===== src/rtl/te_dispatch_pkg.sv =====
// Shared definitions for the tracking-engine channel dispatcher:
// channel count, index width, dispatcher state encoding and a popcount helper.
package te_dispatch_pkg;

    localparam int CH_NUM = 32;
    localparam int CH_W   = 5;

    // Legacy-compatible state codes; the enum below reuses them.
    localparam logic [0:0] ST_IDLE  = 1'b0;
    localparam logic [0:0] ST_OFFER = 1'b1;

    typedef enum logic [0:0] {
        IDLE  = ST_IDLE,
        OFFER = ST_OFFER
    } disp_state_e;

    // Number of set bits in a channel mask (0..32, hence CH_W+1 bits).
    function automatic logic [CH_W:0] popcount32(input logic [CH_NUM-1:0] v);
        logic [CH_W:0] c;
        c = '0;
        for (int i = 0; i < CH_NUM; i++) begin
            c = c + {{CH_W{1'b0}}, v[i]};
        end
        return c;
    endfunction

endpackage


===== src/rtl/onehot_decode32.sv =====
// 5-bit channel index to 32-bit one-hot mask, purely combinational.
module onehot_decode32
    import te_dispatch_pkg::*;
(
    input  logic [CH_W-1:0]   idx,
    output logic [CH_NUM-1:0] onehot
);

    // Shift a single bit into the indexed position.
    assign onehot = {{(CH_NUM-1){1'b0}}, 1'b1} << idx;

endmodule


===== src/rtl/channel_dispatch32.sv =====
// Pending-request dispatcher for 32 tracking channels.
// Latches request pulses into a pending mask, offers one pending channel at a
// time on a valid/ready port and clears its bit on acceptance.
// Optional feature: define CHANNEL_DISPATCH_RR_EN for round-robin selection;
// without it the lowest pending channel always wins.
//
// Handshake: disp_valid/disp_channel are raised together and held unchanged
// until the edge where disp_ready is also high; that edge is the transfer.
// An offer is never withdrawn, even if its pending bit is cancelled meanwhile.
module channel_dispatch32
    import te_dispatch_pkg::*;
(
    input  logic              clk,
    input  logic              rst_b,
    input  logic [CH_NUM-1:0] req_set,
    input  logic [CH_NUM-1:0] req_clr,
    input  logic              enable,
    input  logic              disp_ready,
    output logic              disp_valid,
    output logic [CH_W-1:0]   disp_channel,
    output logic [CH_NUM-1:0] pending,
    output logic [CH_W:0]     pending_count,
    output logic              dup_set
);

    disp_state_e       state;
    logic              handshake;
    logic [CH_NUM-1:0] hs_onehot;
    logic [CH_NUM-1:0] hs_clr;
    logic [CH_NUM-1:0] pend_next;
    logic              dup_next;
    logic [CH_W-1:0]   lsb_all;
    logic [CH_W-1:0]   search_ch;

    assign disp_valid = (state == OFFER);
    assign handshake  = disp_valid & disp_ready;

    onehot_decode32 u_hs_dec (
        .idx    (disp_channel),
        .onehot (hs_onehot)
    );

    assign hs_clr = handshake ? hs_onehot : '0;

    // Set, then cancel (cancel beats set), then handshake clear unless a fresh
    // set to the same bit arrives this cycle.
    assign pend_next = ((pending | req_set) & ~req_clr) & ~(hs_clr & ~req_set);

    // A set that lands on a bit that stays pending is a duplicate request.
    assign dup_next = |(req_set & pending & ~req_clr & ~hs_clr);

    // Lowest set bit of the whole pending mask (scan high to low, last hit wins).
    always_comb begin
        lsb_all = '0;
        for (int i = CH_NUM - 1; i >= 0; i--) begin
            if (pending[i]) lsb_all = CH_W'(i);
        end
    end

`ifdef CHANNEL_DISPATCH_RR_EN
    logic [CH_W-1:0]   last_grant;
    logic [CH_NUM-1:0] lg_onehot;
    logic [CH_NUM-1:0] pend_above;
    logic [CH_W-1:0]   lsb_above;

    onehot_decode32 u_rr_dec (
        .idx    (last_grant),
        .onehot (lg_onehot)
    );

    // Only channels strictly above the last grant get first pick.
    assign pend_above = pending & ~(lg_onehot | (lg_onehot - 1'b1));

    // Lowest set bit above the pointer; wrap to the overall lowest if none.
    always_comb begin
        lsb_above = '0;
        for (int i = CH_NUM - 1; i >= 0; i--) begin
            if (pend_above[i]) lsb_above = CH_W'(i);
        end
        search_ch = (|pend_above) ? lsb_above : lsb_all;
    end

    // Pointer follows each accepted channel; reset value 31 starts at bit 0.
    always_ff @(posedge clk or negedge rst_b) begin
        if (!rst_b) begin
            last_grant <= CH_W'(CH_NUM - 1);
        end else if (handshake) begin
            last_grant <= disp_channel;
        end
    end
`else
    assign search_ch = lsb_all;
`endif

    // Offer state machine: start an offer from IDLE, hold it until accepted.
    always_ff @(posedge clk or negedge rst_b) begin
        if (!rst_b) begin
            state        <= IDLE;
            disp_channel <= '0;
        end else begin
            case (state)
                IDLE: begin
                    if (enable && (|pending)) begin
                        disp_channel <= search_ch;
                        state        <= OFFER;
                    end
                end
                OFFER: begin
                    if (disp_ready) state <= IDLE;
                end
                default: state <= IDLE;
            endcase
        end
    end

    // Pending mask, its popcount and the duplicate-request pulse.
    always_ff @(posedge clk or negedge rst_b) begin
        if (!rst_b) begin
            pending       <= '0;
            pending_count <= '0;
            dup_set       <= 1'b0;
        end else begin
            pending       <= pend_next;
            pending_count <= popcount32(pend_next);
            dup_set       <= dup_next;
        end
    end

endmodule


===== config.mk =====
export PLATFORM = sky130hd
export DESIGN_NAME = channel_dispatch32
export DESIGN_NICKNAME = d
export VERILOG_FILES = /design/src/rtl/te_dispatch_pkg.sv /design/src/rtl/onehot_decode32.sv /design/src/rtl/channel_dispatch32.sv
export SDC_FILE = /design/constraint.sdc
export NUM_CORES = 1
export LEC_CHECK = 0
export ABC_AREA = 1
export BUFFER_PORTS_ARGS = -buffer_cell sky130_fd_sc_hd__buf_2
export CORE_ASPECT_RATIO = 0.8
export CORE_MARGIN = 4
export CORE_UTILIZATION = 53
export CTS_BUF_LIST = sky130_fd_sc_hd__clkbuf_4 sky130_fd_sc_hd__clkbuf_8
export DETAILED_ROUTE_END_ITERATION = 6
export PLACE_DENSITY = 0.84
export SLEW_MARGIN = 10
export SYNTH_ARGS = -nofsm -noshare
export SYNTH_HDL_FRONTEND = slang
export SYNTH_SLANG_ARGS = --single-unit

===== constraint.sdc =====
create_clock -name clk -period 6.3 [get_ports clk]
set_input_delay 0.945 -clock clk [delete_from_list [all_inputs] [get_ports clk]]
set_output_delay 0.945 -clock clk [all_outputs]
set_load 0.03 [all_outputs]

Word-level counts from Yosys, hierarchy flattened
Cells that the tools add are included.
Widths: inputs -> output; s select.
{"block": "word_totals", "wordCells": 90, "input_bits": 68, "reg_bits": 45, "output_inout_bits": 45}
{"block": "classes", "add_sub_neg": 31, "n_mux": 36, "reduce_logical": 4, "n_shift": 1, "bitwise_logic": 13}
{"cell": "$and 32x32->32", "n": 6}
{"cell": "$mux 5", "n": 32}
{"cell": "$add 6x1->6", "n": 26}
{"cell": "$not 32->32", "n": 4}
{"cell": "$reduce_or 32->1", "n": 2}
{"cell": "$mux 32", "n": 1}
{"cell": "$or 32x32->32", "n": 1}
{"cell": "$shl 1x5->32 const A", "n": 1}
{"cell": "$add 5x1->6", "n": 1}
{"cell": "$add 4x1->5", "n": 1}
{"cell": "$add 3x1->4", "n": 1}
{"cell": "$add 2x1->3", "n": 1}
{"cell": "$add 1x1->2", "n": 1}
{"cell": "$mux 1", "n": 2}
{"cell": "$pmux 1 s2", "n": 1}
{"cell": "$reduce_and 2->1", "n": 1}
{"cell": "$and 1x1->1", "n": 1}
{"cell": "$logic_and 1x1->1", "n": 1}
{"cell": "$not 1->1", "n": 1}

Longest topological paths before layout
{"block": "depth", "ltp_word": 36, "depth_mapped": 33, "ltp_nobuf": 33}

Cells and area by module
Synthesis repeated with hierarchy kept, for this count alone.
{"block": "unflattened", "cells_unflattened": 505, "hier_area_um2": 3649.8}
{"mod": "channel_dispatch32", "cells_each": 442, "area_each_um2": 3276.9, "instances": 1, "seq_area_each_um2": 1126.1}
{"mod": "onehot_decode32", "cells_each": 63, "area_each_um2": 372.9, "instances": 1, "seq_area_each_um2": 0.0}

Worst setup path before layout
OpenSTA, ideal clock, no wires.
{"block": "synth_timing", "kind": "input to register", "startpoint": "in disp_ready", "endpoint": "reg pending_count[4]", "path_slack_ps": 517, "arrival_time_ps": 5704, "cell_stages": 23, "path_buffers": 1, "path_cell_list": "nand2_1 -> nor2_1 -> buf_2 -> nand2_1 -> nand2_1 -> inv_2 -> nor2_1 -> nor2_1 -> fa_1 -> inv_1 -> fa_1 -> fa_1 -> inv_1 -> fa_1 -> fa_1 -> inv_1 -> fa_1 -> inv_1 -> ha_1 -> inv_2 -> fa_1 -> o21ai_1 -> xor2_1"}
{"block": "synth_between", "elab_chain_len": 36}
{"item": "from (decl)", "line": "channel_dispatch32.sv:18", "source": "input logic disp_ready,"}
{"item": "$and 1x1->1", "line": "channel_dispatch32.sv:36", "source": "assign handshake = disp_valid & disp_ready;"}
{"item": "$mux 32", "line": "channel_dispatch32.sv:43", "source": "assign hs_clr = handshake ? hs_onehot : '0;"}
{"item": "$and 32x32->32", "line": "channel_dispatch32.sv:47", "source": "assign pend_next = ((pending | req_set) & ~req_clr) & ~(hs_clr & ~req_set);"}
{"item": "$not 32->32", "line": "channel_dispatch32.sv:47"}
{"item": "$and 32x32->32", "line": "channel_dispatch32.sv:47"}
{"item": "named net pend_next[0]", "line": "channel_dispatch32.sv:30", "source": "logic [CH_NUM-1:0] pend_next;"}
{"item": "$add 1x1->2", "line": "te_dispatch_pkg.sv:22", "source": "c = c + {{CH_W{1'b0}}, v[i]};"}
{"item": "$add 2x1->3", "line": "te_dispatch_pkg.sv:22"}
{"item": "$add 3x1->4", "line": "te_dispatch_pkg.sv:22"}
{"item": "$add 4x1->5", "line": "te_dispatch_pkg.sv:22"}
{"item": "$add 5x1->6", "line": "te_dispatch_pkg.sv:22"}
{"item": "$add 6x1->6 (26 in series)", "line": "te_dispatch_pkg.sv:22"}
{"item": "to (signal assigned)", "line": "channel_dispatch32.sv:124", "source": "pending_count <= popcount32(pend_next);"}
{"item": "to (decl)", "line": "channel_dispatch32.sv:22", "source": "output logic [CH_W:0] pending_count,"}
The timed path passes the listed nets, and every way through them passes these cells.
A chain may end at the register's enable or synchronous reset.

Worst setup path in the final report
{"block": "layout_timing", "startpoint": "reg disp_channel[0]", "endpoint": "reg pending_count[5]"}
{"item": "from (decl)", "line": "channel_dispatch32.sv:20", "source": "output logic [CH_W-1:0] disp_channel,"}
{"item": "from (signal assigned)", "line": "channel_dispatch32.sv:104", "source": "disp_channel <= search_ch;"}
{"item": "$shl 1x5->32", "line": "onehot_decode32.sv:10", "source": "assign onehot = {{(CH_NUM-1){1'b0}}, 1'b1} << idx;"}
{"item": "$mux 32", "line": "channel_dispatch32.sv:43"}
{"item": "$and 32x32->32", "line": "channel_dispatch32.sv:47"}
{"item": "$not 32->32", "line": "channel_dispatch32.sv:47"}
{"item": "$and 32x32->32", "line": "channel_dispatch32.sv:47"}
{"item": "named net pend_next[19]", "line": "channel_dispatch32.sv:30"}
{"item": "$add 6x1->6 (13 in series)", "line": "te_dispatch_pkg.sv:22"}
The timed path passes the listed nets, and every way through them passes these cells.

==> results summary <==
The flow ran to the end, and the final reports show no timing, DRC or antenna violations. The number of hold buffers added after CTS came out at 0. The share of synthesized area in the top cell type comes to 0.3363. The standard cell area after detailed placement came out at 3995 µm². Of the cells placed in the final design, the portion with a size suffix greater than 1 is 0.2469. The core region area is 6006 µm². The number of pins with negative max-slew slack in the final report is 0.

The number of cells after detailed placement is between 600 and 700. The shortest clock period the worst path allows after layout is 5.731 ns. The terminating pin of the worst hold path is disp_channel[4].

The setup slack of the most critical reg-to-reg path came out at roughly 0.57 ns. The initial utilization of the core area, before any placement, comes to 0.5575. Timing would allow up to about 0.17 GHz. The final-stage net count came out at between 600 and 700. The via count of the first global-routing pass is 3325. The HPWL after detailed placement came out at between 8000 and 9000 µm. The first-pass GRT wire length is 15700 µm.

The detailed router finished its first iteration with slightly above 200 violations. The worst-case setup slack after placement came out at about 0.29 ns. IR analysis of the VDD net gives a maximum drop of 0.4280 mV. The detail route stage leaves a number of antenna-violating nets equal to 0. The initial antenna violation count came out at 0.

The total CTS buffers came out at 5. The post-CTS setup-driven buffer insertion count is 0. The cell area after technology mapping is 3348 µm². The clock net sink count came out at 45. The total of cells resized after clock tree synthesis is 0. TritonCTS built the clock tree. The number of standard cells in the final layout excluding fillers is 644. The setup clock skew after layout came out at 0.008946 ns. The die height is between 70 and 80 µm. The worst hold slack after final layout is between 0.5 and 0.6 ns.

The worst register-to-register path ends at pending_count[5]. In this run the core area contains 25 standard-cell rows. The data required time at the worst endpoint is ~6.5 ns.

The worst-case reg-to-reg path depth is 21. The final instance area came out at 4115 µm². The worst hold path depth came out at 2. The worst setup path is captured at a flip-flop. The class of the tightest hold or removal check is flip-flop to flip-flop. The routability congestion estimate from global placement is 0.9370. After routing, the total negative slack on setup checks comes to 0 ns. The number of filler instances in the final layout is ~540. The final number of hold-violating endpoints is 0. Yosys attributes the largest share of cell area to sky130_fd_sc_hd__dfrtp_1 (34%), sky130_fd_sc_hd__fa_1 (14%), sky130_fd_sc_hd__inv_1 (12%). The worst setup path is launched from a flip-flop. The count of port buffers added during placement is 112.

The multi-input combinational cells in the finished layout cover a total of 1730 µm². The routed design has 9817 µm of wire. The number of vias in the routed layout came out at 3411. The synthesized area per cell came out at 7.490 µm². The final worst setup slack is ~0.57 ns. The maximum number of pins on one net before global-route repair is between 40 and 50. The worst slew margin relative to its limit came out at 0.3130.

The chip width is 96.87 µm. At the pin with the least slew margin, the transition time is roughly 1.0 ns. The maximum fanout along the worst path came out at 11.

The number of nets produced by synthesis came out at 546. Synthesis instantiated 32 different standard cells from the library. Setup violations remaining at the end of the flow were counted as 0.

The share of the core filled with cells in the final layout came out at 0.6852. The classification of the worst setup path is flip-flop to flip-flop. For this run, the number of Yosys warnings is 0. Data arrives at the worst endpoint at 5.94 ns. The floorplan step defined a die boundary enclosing 7661 µm². The post-detailed-route wirelength per cell is 15.24 µm. The DRC violation count after routing came out at 0. Summed over all cells, the static leakage comes to 2.379 nW. The sequential cells in the finished layout cover a total of ~1100 µm². The number of flip-flops and latches in the synthesized netlist is 45. The area growth from synthesis to layout is 22.91%. The sequential share of the synthesized area is 0.3363. Of the available clock period, the critical path in the final layout requires 0.9097. The maximum count of clock buffers along a single path is 2. The later pin in the worst-skew pair is clocked with a latency of ~0.31 ns. The cell area power density came out at 377.5 nW/µm². After clock tree synthesis, the clock-pin slew on the worst setup and hold paths is ~0.090 ns.

The total power after layout is 1.554 mW. The number of diodes came out at 0. The mean number of vias per cell is approximately 5.3. Setup repair after global routing left no endpoint under its margin. The critical hold path startpoint is disp_channel[4].

The worst register-to-register path begins at disp_channel[0]. The total track usage came out at 0.2593. The number of levels in the clock H-tree came out at 2. The number of iterations in the first detailed-routing pass came out at 5. Summed over all instances, the cell type with the most area after synthesis is sky130_fd_sc_hd__dfrtp_1. The leftover overflow at the end of global routing came out at 0.

The I/O pin count is 113. The cell count after synthesis came out at 447. The number of max-cap violations is 0.

The buffer cell driving the clock tree root is sky130_fd_sc_hd__clkbuf_8.
## critical path, stage by stage, from the launching register on
cell and delay (ns):
sky130_fd_sc_hd__dfrtp_1 0.56, sky130_fd_sc_hd__inv_2 0.08, sky130_fd_sc_hd__nor4_1 0.48, sky130_fd_sc_hd__a211oi_1 0.18, sky130_fd_sc_hd__a21oi_1 0.17, sky130_fd_sc_hd__inv_1 0.10, sky130_fd_sc_hd__fa_1 0.52, sky130_fd_sc_hd__fa_1 0.50
sky130_fd_sc_hd__inv_1 0.05, sky130_fd_sc_hd__fa_1 0.47, sky130_fd_sc_hd__inv_1 0.07, sky130_fd_sc_hd__fa_1 0.39, sky130_fd_sc_hd__inv_1 0.09, sky130_fd_sc_hd__fa_1 0.44, sky130_fd_sc_hd__fa_1 0.55, sky130_fd_sc_hd__inv_1 0.06
sky130_fd_sc_hd__ha_1 0.26, sky130_fd_sc_hd__nand2_1 0.06, sky130_fd_sc_hd__nor2_1 0.04, sky130_fd_sc_hd__a211oi_1 0.28, sky130_fd_sc_hd__nor2_1 0.08, sky130_fd_sc_hd__o21a_1 0.18
## worst max path at each step
stage                          from                to  slack [ns]  cells after the start
global route        disp_channel[0]  pending_count[4]        0.27                     20
finish              disp_channel[0]  pending_count[5]        0.57                     21
global placement         disp_ready  pending_count[4]        0.38                     22
detailed placement       disp_ready  pending_count[5]        0.29                     21
floorplan                disp_ready  pending_count[4]        0.52                     23
CTS                      disp_ready  pending_count[5]        0.61                     21
## routing by layer
layer  up-vias  part of all wire  GRT usage  wire length (µm)
met3        20             0.092    0.05443               906
met5         -                 0          0                 0
met2       188              0.46     0.4256              4551
met4         0             0.018    0.05750               174
met1      1583              0.43     0.3574              4185
li1       1620                 -          -                 -
## placed cells by master (no fill, tap or decap), types with 3 or more instances in the layout
| master | n |
|---|---|
| sky130_fd_sc_hd__nand2_1 | 76 |
| sky130_fd_sc_hd__dfrtp_1 | 45 |
| sky130_fd_sc_hd__a21oi_1 | 30 |
| sky130_fd_sc_hd__o21ai_1 | 15 |
| sky130_fd_sc_hd__inv_2 | 17 |
| sky130_fd_sc_hd__nand3_1 | 14 |
| sky130_fd_sc_hd__nand3b_1 | 7 |
| sky130_fd_sc_hd__nand4_1 | 6 |
| sky130_fd_sc_hd__nor3_1 | 8 |
| sky130_fd_sc_hd__ha_1 | 7 |
| sky130_fd_sc_hd__buf_2 | 112 |
| sky130_fd_sc_hd__inv_1 | 103 |
| sky130_fd_sc_hd__clkinv_1 | 3 |
| sky130_fd_sc_hd__clkbuf_8 | 6 |
| sky130_fd_sc_hd__a211oi_1 | 5 |
| sky130_fd_sc_hd__nor4_1 | 10 |
| sky130_fd_sc_hd__nor2_1 | 50 |
| sky130_fd_sc_hd__fa_1 | 24 |
## power breakdown
group / switching [mW] / internal, mW / leakage (nW)
registers: 0.0352 / 0.343 / 0.557
clock network: 0.105 / 0.129 / 0.0574
logic: 0.568 / 0.373 / 1.76
## layout make-up
type | instances | share of cell area
well taps | 81 | 0.02463
repair buffers | 114 | 0.1399
flip-flops and latches | 45 | 0.2736
clock inverters | 2 | 0.009121
multi-input cells | 273 | 0.4205
clock buffers | 6 | 0.02007
inverters | 123 | 0.1122
## cells in the mapped netlist
master / n
sky130_fd_sc_hd__a2111oi_0: 2
sky130_fd_sc_hd__a211o_1: 1
sky130_fd_sc_hd__a211oi_1: 5
sky130_fd_sc_hd__a21oi_1: 30
sky130_fd_sc_hd__a311oi_1: 1
sky130_fd_sc_hd__a31oi_1: 2
sky130_fd_sc_hd__a32o_1: 2
sky130_fd_sc_hd__a32oi_1: 1
sky130_fd_sc_hd__buf_2: 6
sky130_fd_sc_hd__clkinv_1: 3
sky130_fd_sc_hd__dfrtp_1: 45
sky130_fd_sc_hd__fa_1: 24
sky130_fd_sc_hd__ha_1: 7
sky130_fd_sc_hd__inv_1: 103
sky130_fd_sc_hd__inv_2: 17
sky130_fd_sc_hd__nand2_1: 76
sky130_fd_sc_hd__nand3_1: 14
sky130_fd_sc_hd__nand3b_1: 7
sky130_fd_sc_hd__nand4_1: 6
sky130_fd_sc_hd__nor2_1: 50
sky130_fd_sc_hd__nor3_1: 8
sky130_fd_sc_hd__nor3b_1: 1
sky130_fd_sc_hd__nor4_1: 10
sky130_fd_sc_hd__o211ai_1: 1
sky130_fd_sc_hd__o21a_1: 1
sky130_fd_sc_hd__o21ai_0: 2
sky130_fd_sc_hd__o21ai_1: 15
sky130_fd_sc_hd__o21bai_1: 1
sky130_fd_sc_hd__o22ai_1: 1
sky130_fd_sc_hd__o31ai_1: 2
sky130_fd_sc_hd__xnor2_1: 1
sky130_fd_sc_hd__xor2_1: 2
## sequential cells by signal, summed over array words and instances (netlist names)
signal         flops
pending_count      6
dup_set            1
disp_valid         1
pending           32
disp_channel       5
## cells by family (layout without fill, tap and decap cells)
logic type / count (synthesis) / count (layout) / synth area share
simple gates: 172 / 172 / 0.2220
fa+ha+maj: 31 / 31 / 0.1697
buf+inv: 129 / 245 / 0.1469
flops: 45 / 45 / 0.3363
xor+xnor: 3 / 3 / 0.007849
compound gates: 67 / 67 / 0.1173
No activity file was read; power rests on OpenSTA's default activity.
